--- src/rtl/lsu_pkg.sv ---
// Shared types and constants for the load/store sequencer and its lane aligner.
package lsu_pkg;

   typedef enum logic [2:0] {IDLE, REQ, WAIT, DONE, ERR} lsu_state_e;

   typedef enum logic [1:0] {SZ_B, SZ_H, SZ_W} lsu_size_e;

   localparam logic [2:0] LS_B  = 3'b000;
   localparam logic [2:0] LS_H  = 3'b001;
   localparam logic [2:0] LS_W  = 3'b010;
   localparam logic [2:0] LS_BU = 3'b100;
   localparam logic [2:0] LS_HU = 3'b101;

   localparam int BE_W = 4;

   // Encodings without a defined size fall back to a full word.
   function automatic lsu_size_e size_of(input logic [2:0] f3);
      case (f3)
         LS_B, LS_BU: size_of = SZ_B;
         LS_H, LS_HU: size_of = SZ_H;
         default:     size_of = SZ_W;
      endcase
   endfunction

   function automatic logic misaligned(input logic [2:0] f3, input logic [1:0] a);
      case (size_of(f3))
         SZ_H:    misaligned = a[0];
         SZ_W:    misaligned = |a;
         default: misaligned = 1'b0;
      endcase
   endfunction

endpackage

--- src/rtl/lsu_align.sv ---
// Combinational lane logic: byte enables, store-data replication, load extract/extend.
module lsu_align
   import lsu_pkg::*;
#(
   parameter int XLEN = 32
) (
   input  logic [2:0]      i_fun3,
   input  logic [1:0]      i_addr,
   input  logic [XLEN-1:0] i_wdata,
   input  logic [XLEN-1:0] i_rdata,
   output logic [BE_W-1:0] o_be,
   output logic [XLEN-1:0] o_wdata,
   output logic [XLEN-1:0] o_rdata
);

   lsu_size_e   w_size;
   logic        w_signed;
   logic [7:0]  w_byte;
   logic [15:0] w_half;

   assign w_size   = size_of(i_fun3);
   assign w_signed = ~i_fun3[2];
   // Misaligned halves fall back to addr[1] alone; words always use lane 0.
   assign w_half   = i_addr[1] ? i_rdata[31:16] : i_rdata[15:0];

   always_comb begin
      w_byte = i_rdata[7:0];
      case (i_addr)
         2'd1:    w_byte = i_rdata[15:8];
         2'd2:    w_byte = i_rdata[23:16];
         2'd3:    w_byte = i_rdata[31:24];
         default: w_byte = i_rdata[7:0];
      endcase
   end

   always_comb begin
      o_be    = 4'b1111;
      o_wdata = i_wdata;
      o_rdata = i_rdata;
      case (w_size)
         SZ_B: begin
            o_be    = 4'b0001 << i_addr;
            o_wdata = {(XLEN/8){i_wdata[7:0]}};
            o_rdata = w_signed ? {{(XLEN-8){w_byte[7]}}, w_byte}
                               : {{(XLEN-8){1'b0}}, w_byte};
         end
         SZ_H: begin
            o_be    = 4'b0011 << {i_addr[1], 1'b0};
            o_wdata = {(XLEN/16){i_wdata[15:0]}};
            o_rdata = w_signed ? {{(XLEN-16){w_half[15]}}, w_half}
                               : {{(XLEN-16){1'b0}}, w_half};
         end
         default: begin
            o_be    = 4'b1111;
            o_wdata = i_wdata;
            o_rdata = i_rdata;
         end
      endcase
   end

endmodule

--- src/rtl/lsu_sequencer.sv ---
// Multi-cycle load/store sequencer between core decode and a req/gnt/rvalid memory port.
// Define MISALIGN_TRAP_EN to trap misaligned half/word accesses instead of aligning them down.
module lsu_sequencer
   import lsu_pkg::*;
#(
   parameter int XLEN    = 32,
   parameter int TIMEOUT = 15
) (
   input  logic            clk,
   input  logic            rst,
   input  logic            load_i,
   input  logic            store_i,
   input  logic [2:0]      fun3_i,
   input  logic [XLEN-1:0] addr_i,
   input  logic [XLEN-1:0] wdata_i,
   output logic            stall_o,
   output logic            done_o,
   output logic [XLEN-1:0] rdata_o,
   output logic            err_o,
   output logic            mem_req_o,
   output logic            mem_we_o,
   output logic [XLEN-1:0] mem_addr_o,
   output logic [BE_W-1:0] mem_be_o,
   output logic [XLEN-1:0] mem_wdata_o,
   input  logic            mem_gnt_i,
   input  logic            mem_rvalid_i,
   input  logic [XLEN-1:0] mem_rdata_i
);

   localparam logic [7:0] CNT_LAST = 8'(TIMEOUT - 1);

   lsu_state_e      r_state, w_next;
   logic [XLEN-1:0] r_addr, r_wdata, r_rdata;
   logic [2:0]      r_fun3;
   logic            r_we;
   logic [7:0]      r_cnt;

   logic            w_start, w_trap, w_timeout, w_cnt_clr;
   logic            w_stall, w_done, w_err, w_req;
   logic [BE_W-1:0] w_be;
   logic [XLEN-1:0] w_wdata, w_ldata;

   assign w_start   = load_i | store_i;
   assign w_timeout = (r_cnt == CNT_LAST);

`ifdef MISALIGN_TRAP_EN
   assign w_trap = misaligned(fun3_i, addr_i[1:0]);
`else
   assign w_trap = 1'b0;
`endif

   lsu_align #(.XLEN(XLEN)) u_align (
      .i_fun3  (r_fun3),
      .i_addr  (r_addr[1:0]),
      .i_wdata (r_wdata),
      .i_rdata (mem_rdata_i),
      .o_be    (w_be),
      .o_wdata (w_wdata),
      .o_rdata (w_ldata)
   );

   always_ff @(posedge clk) begin
      if (rst) r_state <= IDLE;
      else     r_state <= w_next;
   end

   // The awaited handshake is checked before the timeout so a late grant/rvalid still wins.
   always_comb begin
      w_next    = r_state;
      w_cnt_clr = 1'b0;
      w_stall   = 1'b0;
      w_done    = 1'b0;
      w_err     = 1'b0;
      w_req     = 1'b0;
      case (r_state)
         IDLE: begin
            if (w_start) begin
               w_stall = 1'b1;
               if (w_trap) begin
                  w_next = ERR;
               end else begin
                  w_next    = REQ;
                  w_cnt_clr = 1'b1;
               end
            end
         end
         REQ: begin
            w_stall = 1'b1;
            w_req   = 1'b1;
            if (mem_gnt_i) begin
               w_next    = r_we ? DONE : WAIT;
               w_cnt_clr = 1'b1;
            end else if (w_timeout) begin
               w_next = ERR;
            end
         end
         WAIT: begin
            w_stall = 1'b1;
            if (mem_rvalid_i)   w_next = DONE;
            else if (w_timeout) w_next = ERR;
         end
         DONE: begin
            w_done = 1'b1;
            w_next = IDLE;
         end
         ERR: begin
            w_err  = 1'b1;
            w_next = IDLE;
         end
         default: w_next = IDLE;
      endcase
   end

   always_ff @(posedge clk) begin
      if (rst) begin
         r_addr  <= '0;
         r_wdata <= '0;
         r_rdata <= '0;
         r_fun3  <= '0;
         r_we    <= 1'b0;
         r_cnt   <= '0;
      end else begin
         if (r_state == IDLE && w_start) begin
            r_addr  <= addr_i;
            r_wdata <= wdata_i;
            r_fun3  <= fun3_i;
            r_we    <= store_i & ~load_i;
         end
         if (w_cnt_clr)
            r_cnt <= '0;
         else if (r_state == REQ || r_state == WAIT)
            r_cnt <= r_cnt + 8'd1;
         if (r_state == WAIT && mem_rvalid_i)
            r_rdata <= w_ldata;
      end
   end

   assign stall_o     = w_stall;
   assign done_o      = w_done;
   assign err_o       = w_err;
   assign rdata_o     = (w_done && !r_we) ? r_rdata : '0;
   assign mem_req_o   = w_req;
   assign mem_we_o    = w_req & r_we;
   assign mem_addr_o  = w_req ? {r_addr[XLEN-1:2], 2'b00} : '0;
   assign mem_be_o    = w_req ? w_be : '0;
   assign mem_wdata_o = w_req ? w_wdata : '0;

endmodule
--- config.mk ---
export PLATFORM = sky130hd
export DESIGN_NAME = lsu_sequencer
export DESIGN_NICKNAME = d
export VERILOG_FILES = /design/src/rtl/lsu_pkg.sv /design/src/rtl/lsu_align.sv /design/src/rtl/lsu_sequencer.sv
export SDC_FILE = /design/constraint.sdc
export NUM_CORES = 1
export LEC_CHECK = 0
export ABC_AREA = 0
export BUFFER_PORTS_ARGS = -buffer_cell sky130_fd_sc_hd__buf_2
export CAP_MARGIN = 20
export CORE_MARGIN = 2
export CORE_UTILIZATION = 35
export CTS_BUF_LIST = sky130_fd_sc_hd__clkbuf_2 sky130_fd_sc_hd__clkbuf_4 sky130_fd_sc_hd__clkbuf_8
export CTS_CLUSTER_SIZE = 14
export DETAILED_ROUTE_END_ITERATION = 8
export PLACE_DENSITY_LB_ADDON = 0.1
export SLEW_MARGIN = 0
export SYNTH_ARGS = -nofsm -noshare
export SYNTH_HDL_FRONTEND = slang
export SYNTH_SLANG_ARGS = --single-unit
--- constraint.sdc ---
create_clock -name clk -period 6.25 [get_ports clk]
set_clock_uncertainty 0.2 [all_clocks]
set_input_delay 0.625 -clock clk [delete_from_list [all_inputs] [get_ports clk]]
set_output_delay 0.625 -clock clk [all_outputs]
set_load 0.005 [all_outputs]
Yosys cells after proc, flatten, opt, wreduce, memory -nomap -nowiden
Index checks and enable logic that the tools add are counted.
- muxes and demuxes: 25
- reduce and logical (&&, ||, !) cells: 12
- bitwise logic cells: 4
- eq/ne operators: 13
- shift operators: 2
- $add $sub $neg: 1
- operator list (cell ; number):
    two-way mux 32 bit ; 5
    one-hot mux 32 bit (2 select lines) ; 2
    one-hot mux 8 bit (3 select lines) ; 1
    two-way mux 16 bit ; 1
    two-way mux 3 bit ; 4
    == test 3 bit, second input constant ; 3
    one-hot mux 3 bit (3 select lines) ; 1
    adder 8 x 1 -> 8 bit, second input constant ; 1
    == test 8 x 4 -> 1 bit, second input constant ; 1
    one-hot mux 4 bit (2 select lines) ; 1
    OR reduction 2 bit ; 4
    == test 3 x 1 -> 1 bit, second input constant ; 2
    == test 3 x 2 -> 1 bit, second input constant ; 2
    logical NOT 3 bit ; 2
    two-way mux 1 bit ; 6
    == test 2 x 1 -> 1 bit, second input constant ; 2
    == test 2 bit, second input constant ; 2
    two-way mux 4 bit ; 1
    one-hot mux 1 bit (2 select lines) ; 2
    one-hot mux 2 bit (2 select lines) ; 1
    << shifter 1 x 2 -> 4 bit, first input constant ; 1
    << shifter 2 x 2 -> 4 bit, first input constant ; 1
    logical AND 1 bit ; 3
    AND 1 bit ; 2
    6 further kinds ; 6
- bits of input ports: 105
- flip-flop bits (word level): 111
- word-level logic and storage cells: 64
- output and inout port bits: 105

Depth between registers and ports, before layout
Gate-level depths: netlist of run 1.
- depth after elaboration: 6
- depth in mapped cells: 7
- depth with buffers taken out: 6

Modules after synthesis
A second synthesis of run 1 with hierarchy kept.
- cell total of the unflattened synthesis: 800
- area, all modules: 6065.8 µm²
- by module, submodules not included (module ; sequential area each (µm²) ; cells each ; times used ; area each (µm²)):
    lsu_sequencer ; 2222.1 ; 627 ; 1 ; 4852.2
    lsu_align ; 0.0 ; 173 ; 1 ; 1213.7

Worst setup path after synthesis of run 1
Ideal clock, no wire load.
- path kind: input-to-output
- from: input port store_i
- to: output port stall_o
- cell stages on the path: 4
- setup slack: 3894 ps
- arrival: 1531 ps
- required time: 5425 ps
- buffers on the path: 2
- cell sequence: o21ai_1 -> buf_2 -> clkbuf_1 -> o21ai_0
- cells in the longest elaborated chain, start to end: 3
- RTL lines (item ; RTL line ; source):
    start: declaration ; lsu_sequencer.sv:12 ; input logic store_i,
    bitwise OR 1 bit ; lsu_sequencer.sv:43 ; assign w_start = load_i | store_i;
    two-way mux 1 bit ; lsu_sequencer.sv:77 ; if (w_start) begin
    one-hot mux 1 bit (2 select lines) ; lsu_sequencer.sv:75 ; case (r_state)
    end: declaration ; lsu_sequencer.sv:16 ; output logic stall_o,
No other way between the ends.

Worst setup path in the final report of run 1
- from: register r_state[2]
- to: output port mem_wdata_o[1]
- cells in the longest elaborated chain, start to end: 3
- RTL lines (item ; RTL line ; source):
    start: declaration ; lsu_sequencer.sv:32 ; lsu_state_e r_state, w_next;
    start signal: assignment ; lsu_sequencer.sv:64 ; else r_state <= w_next;
    == test 3 x 1 -> 1 bit ; lsu_sequencer.sv:75 ;
    two-way mux 1 bit ; lsu_sequencer.sv:75 ;
    two-way mux 32 bit ; lsu_sequencer.sv:146 ; assign mem_wdata_o = w_req ? w_wdata : '0;
    end: declaration ; lsu_sequencer.sv:24 ; output logic [XLEN-1:0] mem_wdata_o,
No other way between the ends.

==> qor.yml, run 1 <==
status: "finished, final reports clean"
place_ws_ns: 3.31
utilization_pct: 44.5
holdBufCountCts: 0
hp-class: "in2reg"
max_freq_mhz: 297
ys.flop_type: "dfxtp_1"
gr-usage-all-layers_pct: 19.9
p_seq_share_pct: 44.4
wire_per_inst_um: 15.3
firstDrtPassIters: 5
cts_resized: 0
worst_r2r_path_depth: 5
gp_congestion: 0.786
maxSlewViolCount: 0
critPathKind: "reg2out"
cellLeakagePower_nw: 2.95
yosys_warnings: 0
antenna_left: 0
grt_pass1_wl_um: 26000
grt_setup_unrepaired: "no"
p_sw_share_pct: 39.9
cts_max_level: 3
placed_cell_area_um2: 6540
dp.final_hpwl_um: 11500
endpoint_kind: "output port"
clkPwrFrac_pct: 21.4
cts_sinks: 111
syn_inst: 740
cap_violations: 0
cp.required_ns: 5.42
crit_chain: "nor2b_1, nand2b_1, buf_4, inv_1, and2_1, buf_2"
pin_count: 210
core_um2: 15200
drc: 0
drtIter0Drc: 291
clock_path_buffers: 2
period_needed_ns: 3.36
root_buffer: "clkbuf_8"
async_reset_ff_share_pct: 0
rr_startpoint: "r_state[2]"
p_per_area_nw_per_um2: 303
grt_start_max_net_pins: 103
timing.final.crit_share_pct: 53.8
rows: 45
initial_core_util_pct: 35.8
setup_tns_ns: 0
final_cell_area_um2: 6760
fin_nets: 1013
grt_pass1_vias: 4927
synth_edf_count: 0
layout_commonest_cell: "buf_2"
cp_max_fo: 43
avgSynthCellArea_um2: 7.35
startpoint: "r_state[2]"
layout_common_cells: "buf_2 (206), nand2_1 (185), dfxtp_1 (110)"
min_path_cells: 3
cp-endpoint: "mem_wdata_o[1]"
relSlewSlack_pct: 33.4
worst-slew-pin-transition_ns: 0.999
globalRouteOverflowTotal: 0
die_area_um2: 16500
regToRegEndpoint: "r_state[1]"
slowest_delay_ns: 0.58
drive_gt1_share_pct: 26.9
syn2layout_area_growth_pct: 24.3
hp-start: "wdata_i[17]"
tritoncts: "built"
critPathLaunchType: "flip-flop"
synth_cell_types: 45
numCtsBuffers: 9
ir_drop_mv: 0.143
cp.arrival_ns: 2.54
die_w_um: 129
path_clk_slew_ns: 0.12
routed_wl_um: 16800
ys_seq_area_share_pct: 40.9
antenna_found_initial: 0
total_power_mw: 2.05
post_cts_buffers: 0
p_switching_uw: 817
synth_seq_cells: 111
vias_per_cell: 4.96
rrSetupSlack_ns: 3.35
diodes: 0
synth_area_um2: 5440
hold_viol: 0
vias: 5447
insertion_delay_ns: 0.40
p_int_mw: 1.23
setup_viol: 0
die_h_um: 129
comb_power_share_pct: 34.2
io_buffers: 207
setup_ws_ns: 2.89
critical-path-slowest-cell: "dfxtp_1"
cells by family after synthesis:
group / share of synthesized area (%)
and+or+nand+nor: 31.4
AOI/OAI and AO/OA: 18.0
DFF: 40.9
buffers and inverters: 4.65
muxes: 3.50
xor gates and xnor gates: 1.13
adders and majority gates: 0.460
other: 0.0690
worst min-delay path by stage:
| stage | to | slack, ns |
|---|---|---|
| 3_3_place_gp | r_addr[13] | 0.24 |
| 5_1_grt | r_wdata[20] | 0.22 |
| 4_1_cts | r_wdata[5] | 0.22 |
| 3_5_place_dp | r_addr[29] | 0.25 |
| 2_1_floorplan | r_addr[10] | 0.23 |
| 6_report | r_wdata[17] | 0.24 |
cells in the mapped netlist, types with 2 or more instances:
master	instances	share of area (%)
nand2_1	185	13
dfxtp_1	111	41
a21oi_1	91	8.4
nor2_1	80	5.5
and2_1	73	8.4
clkbuf_1	50	3.5
a211oi_1	19	2.6
mux2i_1	19	3.5
nor3_1	11	1.0
o21ai_0	9	0.83
a311oi_1	8	1.3
a31oi_1	7	0.81
a32oi_1	7	1.1
o221a_2	7	1.4
xnor2_1	7	1.1
buf_1	5	0.35
buf_2	4	0.37
nor2b_1	4	0.46
nand2b_1	3	0.35
nand3_1	3	0.28
nor3b_1	3	0.41
a21boi_1	2	0.28
buf_4	2	0.28
ha_1	2	0.46
inv_1	2	0.14
nand3b_1	2	0.28
nand4_1	2	0.23
nor4_1	2	0.23
nor4b_1	2	0.32
o21ai_1	2	0.18
or3_1	2	0.23
routing by layer:
layer  global-route usage [%]  up-vias  wire [µm]
met2                     33.0      169       8000
met4                     4.28        0        168
met3                     7.03       13       1370
met5                        0        -          0
met1                     25.1     2468       7310
li1                         -     2797          -
state kept, by name, summed over array words and instances, names as in the netlist:
register / count
r_addr: 32
r_cnt: 8
r_fun3: 3
r_rdata: 32
r_state: 3
r_wdata: 32
r_we: 1
power groups by stage:
| stage | Combinational (mW) | Sequential (mW) | Clock [mW] |
|---|---|---|---|
| after floorplan | 0.509 | 0.877 | 0 |
| final | 0.700 | 0.908 | 0.438 |
| after global placement | 0.707 | 0.928 | 0 |
| after CTS | 0.714 | 0.911 | 0.454 |
| after detailed placement | 0.711 | 0.926 | 0 |
| after global routing | 0.799 | 0.925 | 0.481 |
critical path, delay by kind of cell (launching register included):
kind          cells  cell delay (ns)
buf+inv           3             0.96
flops             1             0.58
simple gates      3             0.56
per-stage QoR:
stage / hold slack (ns) / cells
3_3_place_gp: 0.244 / 1081
4_1_cts: 0.218 / 1098
6_report: 0.241 / 1099
3_5_place_dp: 0.245 / 1082
5_1_grt: 0.223 / 1099
2_1_floorplan: 0.232 / 741
final cells by class:
| cell class | count | area, µm² |
|---|---|---|
| Clock buffer | 10 | 138 |
| Clock inverter | 6 | 50.0 |
| Fill cell | 1640 | 8440 |
| Inverter | 3 | 11.3 |
| Multi-Input combinational cell | 566 | 2980 |
| Sequential cell | 111 | 2220 |
| Tap cell | 188 | 235 |
| Timing Repair Buffer | 215 | 1120 |
(Power assumes the default switching activity.)
==> run 2: changes to the inputs <==
Settings changed: ABC_AREA 0 to 1.
Clock period 6.25 ns to 3 ns, I/O delays scaled along.
==> run 2 against run 1 <==
Compared with the run above:
- design area increased by 13%
- first-iteration DRC count increased by 23%
- register-to-register slack got worse by 2.7 ns
- setup slack got worse by 2.5 ns
- wire length increased by 5.7%
- sequential power increased by 120%
- cell count increased by 23%
- critical path depth decreased by 2
- critical endpoint is now mem_be_o[1]
- count of clock-buffer cells in the layout increased by 1
- via count increased by 13%
- power increased to 2.6 times the previous value
==> qor.yml, run 2 <==
rows: 46
fillCellCount: 1706
clkPwrFrac_pct: 18.0
grt_pass1_vias: 5727
synth_seq_cells: 111
grt_start_max_net_pins: 58
firstDrtPassIters: 5
hold_viol: 0
antenna_found_initial: 1
yosysMostFrequentCell: "nand2_1"
endpoint_kind: "output port"
initial_core_util_pct: 35.9
globalRouteOverflowTotal: 0
diodes: 0
post_cts_buffers: 0
core_um2: 15900
drtIter0Drc: 357
slowest_delay_ns: 0.65
grt_pass1_wl_um: 28600
p_switching_mw: 2.33
p_int_mw: 3.09
wire_per_inst_um: 13.2
hold-path-endpoint: "r_wdata[12]"
layout_commonest_cell: "buf_2"
die_h_um: 132
ir_drop_mv: 0.306
root_buffer: "clkbuf_8"
synth_edf_count: 0
die_w_um: 132
cts_sinks: 111
crit_chain: "nand2_1, o21ai_0, nor2_1, buf_2"
whs_ns: 0.0186
pin_count: 210
cp_max_fo: 16
async_reset_ff_share_pct: 0
drive_gt1_share_pct: 22.5
p_seq_share_pct: 37.2
cts_max_level: 3
critical-path-slowest-cell: "dfxtp_1"
max_freq_mhz: 377
drc: 0
insertion_delay_ns: 0.38
avgSynthCellArea_um2: 6.45
dp.final_hpwl_um: 12500
setup_tns_ns: 0
register_area_um2: 2220
rr_startpoint: "r_fun3[1]"
syn2layout_area_growth_pct: 34.4
synth_area_um2: 5700
cap_violations: 0
layout_common_cells: "buf_2 (207), nand2_1 (160), inv_1 (133)"
hp-start: "wdata_i[12]"
clock_path_buffers: 2
vias: 6169
critPathLaunchType: "flip-flop"
yosysTopAreaCell: "dfxtp_1"
die_area_um2: 17300
routed_wl_um: 17800
antenna_left: 0
cpLargestDelayFamily: "flip-flops"
cp_num_buf_inv: 1
comb_power_share_pct: 44.7
gp_congestion: 0.822
hp-class: "in2reg"
gr-usage-all-layers_pct: 20.2
status: "finished, final reports clean"
cp.arrival_ns: 2.15
syn_inst: 883
synth_cell_types: 29
synth_common_cells: "nand2_1 (160), inv_1 (134), a21oi_1 (123), nor2_1 (123), dfxtp_1 (111)"
worst-slew-pin-transition_ns: 0.694
io_buffers: 207
cp.required_ns: 2.50
p_sw_share_pct: 42.9
fin_nets: 1233
numCtsBuffers: 9
yosys.area.top_type_share_pct: 39.0
ys_seq_area_share_pct: 39.0
relSlewSlack_pct: 53.7
critPathKind: "reg2out"
maxSlewViolCount: 0
ys.flop_type: "dfxtp_1"
setup_viol: 0
tritoncts: "built"
cellLeakagePower_nw: 3.75
grt_setup_unrepaired: "no"
regToRegEndpoint: "r_rdata[25]"
timing.final.crit_share_pct: 88.4
vias_per_cell: 4.58
period_needed_ns: 2.65
p_per_area_nw_per_um2: 708
path_clk_slew_ns: 0.10
synthTopCellsByArea: "dfxtp_1 (39%), a21oi_1 (11%), nand2_1 (11%), inv_1 (8.8%), nor2_1 (8.1%)"
yosys_warnings: 0
largestRegisters: "r_addr x32, r_rdata x32, r_wdata x32"
multi_input_area_um2: 2620
rrSetupSlack_ns: 0.69
worst_r2r_path_depth: 7
min_path_cells: 3
==> run 2: cells by family after synthesis <==
group	synth area share (%)
simple gates	24.8
fa+ha+maj	0.439
other cells	0.0658
buf+inv	15.0
flops	39.0
compound gates	20.7
==> run 2: final cells by class <==
class                      instances  area share, %
clock buffer                      11           1.98
clock inverter                     5          0.833
inverter                         141           6.93
multi-input combinational        578           34.2
sequential                       111           29.0
tap                              216           3.53
timing repair buffer             285           23.5
==> run 2: stage by stage <==
stage / area (µm²) / util (%) / setup WS [ns] / power, mW / instances
6_report: 7660 / 48.2 / 0.347 / 5.42 / 1347
5_1_grt: 7660 / 48.2 / 0.185 / 5.89 / 1347
4_1_cts: 7660 / 48.2 / 0.351 / 5.47 / 1347
3_5_place_dp: 6780 / 42.7 / 0.698 / 4.42 / 1265
3_3_place_gp: 6780 / 42.7 / 0.734 / 4.42 / 1265
2_1_floorplan: 5700 / - / 1.36 / 3.77 / 884
==> run 2: what timing repair did <==
| item | CTS | global route |
|---|---|---|
| hold buffers | 66 | 0 |
| resized for setup | 0 | 0 |
| endpoints found under the hold margin | 66 | 0 |
==> run 2: worst min-delay path: stages <==
cell	delay [ns]
buf_2	0.08
o21ai_0	0.07
a21oi_1	0.12
==> run 2: metal layers <==
metal | track usage [%] | vias up | wire, µm
met3 | 5.48 | 15 | 1000
met4 | 4.89 | 2 | 209
li1 | - | 3249 | -
met2 | 33.2 | 162 | 8100
met1 | 26.2 | 2741 | 8480
met5 | 0 | - | 13
==> run 2: how the worst max path moves through the flow <==
stage,startpoint,end,slack (ns),cells after the start
finish,r_addr[1],mem_be_o[1],0.35,4
global route,r_addr[1],mem_be_o[0],0.19,4
CTS,r_addr[1],mem_be_o[1],0.35,4
detailed placement,r_fun3[1],r_rdata[17],0.70,7
global placement,r_fun3[1],r_rdata[17],0.73,7
floorplan,r_fun3[1],mem_be_o[0],1.36,7
==> run 2: power by group through the flow <==
stage               logic (mW)  registers (mW)  clock network [mW]
finish                    2.42            2.02               0.977
detailed placement        2.37            2.05                   0
floorplan                 1.79            1.99                   0
CTS                       2.44            2.01                1.02
global route              2.76            2.06                1.07
global placement          2.37            2.05                   0
==> run 3: changes to the inputs <==
Settings changed: BUFFER_PORTS_ARGS -buffer_cell sky130_fd_sc_hd__buf_2 to -buffer_cell sky130_fd_sc_hd__buf_4, SLEW_MARGIN 0 to not set.
==> run 3 against run 2 <==
Compared with the run above:
- setup slack improved by 0.070 ns
- clock power fell by 9.3%
- sequential cell count did not move
- maximum frequency rose by 2.7%
- via count rose by 1.6%
- sequential power barely moved
- design area rose by 6.5%
- utilization rose by 3.1 points
- die area did not move
- critical endpoint is now mem_wdata_o[8]
- largest power group unchanged
- highest routed layer is now met4
==> qor.yml, run 3 (synthesis results as in run 2) <==
min_path_cells: 5
rr_startpoint: "r_fun3[1]"
layout_commonest_cell: "buf_4"
use_met3_pct: 5.75
cts_resized: 0
antenna_found_initial: 1
antenna_left: 0
final_cell_area_um2: 8150
gr-usage-all-layers_pct: 20.6
regToRegEndpoint: "r_rdata[28]"
timing.final.crit_share_pct: 86.1
endpoint_kind: "output port"
setup_ws_ns: 0.417
comb_power_share_pct: 47.2
clock_path_buffers: 2
top_usage_layer: "met2"
drtIter0Drc: 420
status: "finished, final reports clean"
rows: 46
grt_pass1_vias: 5930
max_freq_mhz: 387
core_um2: 15900
firstDrtPassIters: 4
largestRegisters: "r_addr x32, r_rdata x32, r_wdata x32"
cap_violations: 0
period_needed_ns: 2.58
maxSlewViolCount: 0
fin_nets: 1231
syn2layout_area_growth_pct: 43.1
vias: 6268
layout_common_cells: "buf_4 (214), nand2_1 (160), inv_1 (133)"
p_sw_share_pct: 42.5
worst-slew-pin-transition_ns: 0.574
p_int_mw: 3.16
cellLeakagePower_nw: 3.81
total_power_mw: 5.51
hp-class: "in2reg"
pin_count: 210
hp-start: "mem_rdata_i[20]"
globalRouteOverflowTotal: 0
p_seq_share_pct: 36.7
cp_max_fo: 28
numCtsBuffers: 9
relSlewSlack_pct: 61.6
cts_max_level: 3
grt_pass1_wl_um: 29700
clkPwrFrac_pct: 16.1
place_ws_ns: 0.674
setup_viol: 0
critPathLaunchType: "flip-flop"
wire_per_inst_um: 13.5
gp_congestion: 0.809
critPathKind: "reg2out"
worst_r2r_path_depth: 7
p_per_area_nw_per_um2: 675
post_cts_buffers: 0
die_h_um: 132
hold-path-endpoint: "r_rdata[20]"
grtUsageMet2_pct: 33.9
hold_viol: 0
cts_sinks: 111
io_buffers: 207
drive_gt1_share_pct: 22.3
drc: 0
initial_core_util_pct: 35.9
root_buffer: "clkbuf_8"
die_area_um2: 17300
dp.final_hpwl_um: 12700
setup_tns_ns: 0
vias_per_cell: 4.66
die_w_um: 132
rrSetupSlack_ns: 0.66
p_switching_mw: 2.34
placed_cell_area_um2: 7290
grt_use_met1_pct: 27.0
grt_start_max_net_pins: 49
cp.arrival_ns: 2.08
ir_drop_mv: 0.363
path_clk_slew_ns: 0.10
grt_setup_unrepaired: "no"
whs_ns: 0.0231
tritoncts: "built"
routed_wl_um: 18100
cp.required_ns: 2.50
insertion_delay_ns: 0.38
## run 3: changes by cell type in the layout (fill, tap and decap cells not counted), sizes merged
cell         previous run  this run
bufinv                  1         0
dlygate4sd3            66        67
clkinv                  3         5
inv                   141       139
diode                   0         1
clkbuf                 11        12
buf                   219       216
## run 3: worst max path at each step
stage               startpoint         endpoint  slack, ns  cells after the start
finish               r_fun3[1]   mem_wdata_o[8]       0.42                      5
global route         r_fun3[1]   mem_wdata_o[9]       0.21                      5
CTS                  r_fun3[1]  mem_wdata_o[11]       0.38                      5
detailed placement   r_fun3[1]      r_rdata[28]       0.67                      7
global placement     r_fun3[1]      r_rdata[19]       0.75                      7
floorplan            r_fun3[1]      mem_be_o[0]       1.36                      7
## run 3: power by group through the flow
stage	combinational (mW)	clock [mW]	sequential, mW
global route	2.93	0.977	2.06
CTS	2.62	0.920	2.01
detailed placement	2.54	0	2.05
global placement	2.53	0	2.05
floorplan	1.79	0	1.99
finish	2.60	0.886	2.02
## run 3: routing by layer
metal  up-vias  share of wire (%)
met5         -                  0
met4         0                1.4
met3        18                6.1
met2       191                 47
met1      2805                 46
li1       3254                  -
## run 3: worst max-delay path: stages (launching register included)
cell     delay, ns
dfxtp_1       0.33
inv_2         0.28
nand2_2       0.40
o21ai_0       0.44
a21oi_1       0.09
buf_4         0.16
## run 3: what timing repair did
action	in CTS	in global routing
hold endpoints to repair	67	0
hold buffers	67	0
endpoints found under the setup margin	0	0
## run 3: layout make-up
| class | instances | area, µm² |
|---|---|---|
| inverters | 141 | 531 |
| multi-input cells | 578 | 2620 |
| diodes | 1 | 2.50 |
| clock buffers | 12 | 159 |
| clock inverters | 4 | 30.0 |
| flip-flops and latches | 111 | 2220 |
| well taps | 216 | 270 |
| repair buffers | 283 | 2320 |
| fillers | 1694 | 7730 |
## run 3: per-stage QoR
stage	cells	util, %
floorplan	884	-
global placement	1262	45.9
detailed placement	1262	45.9
CTS	1345	51.3
global route	1346	51.3
finish	1346	51.3
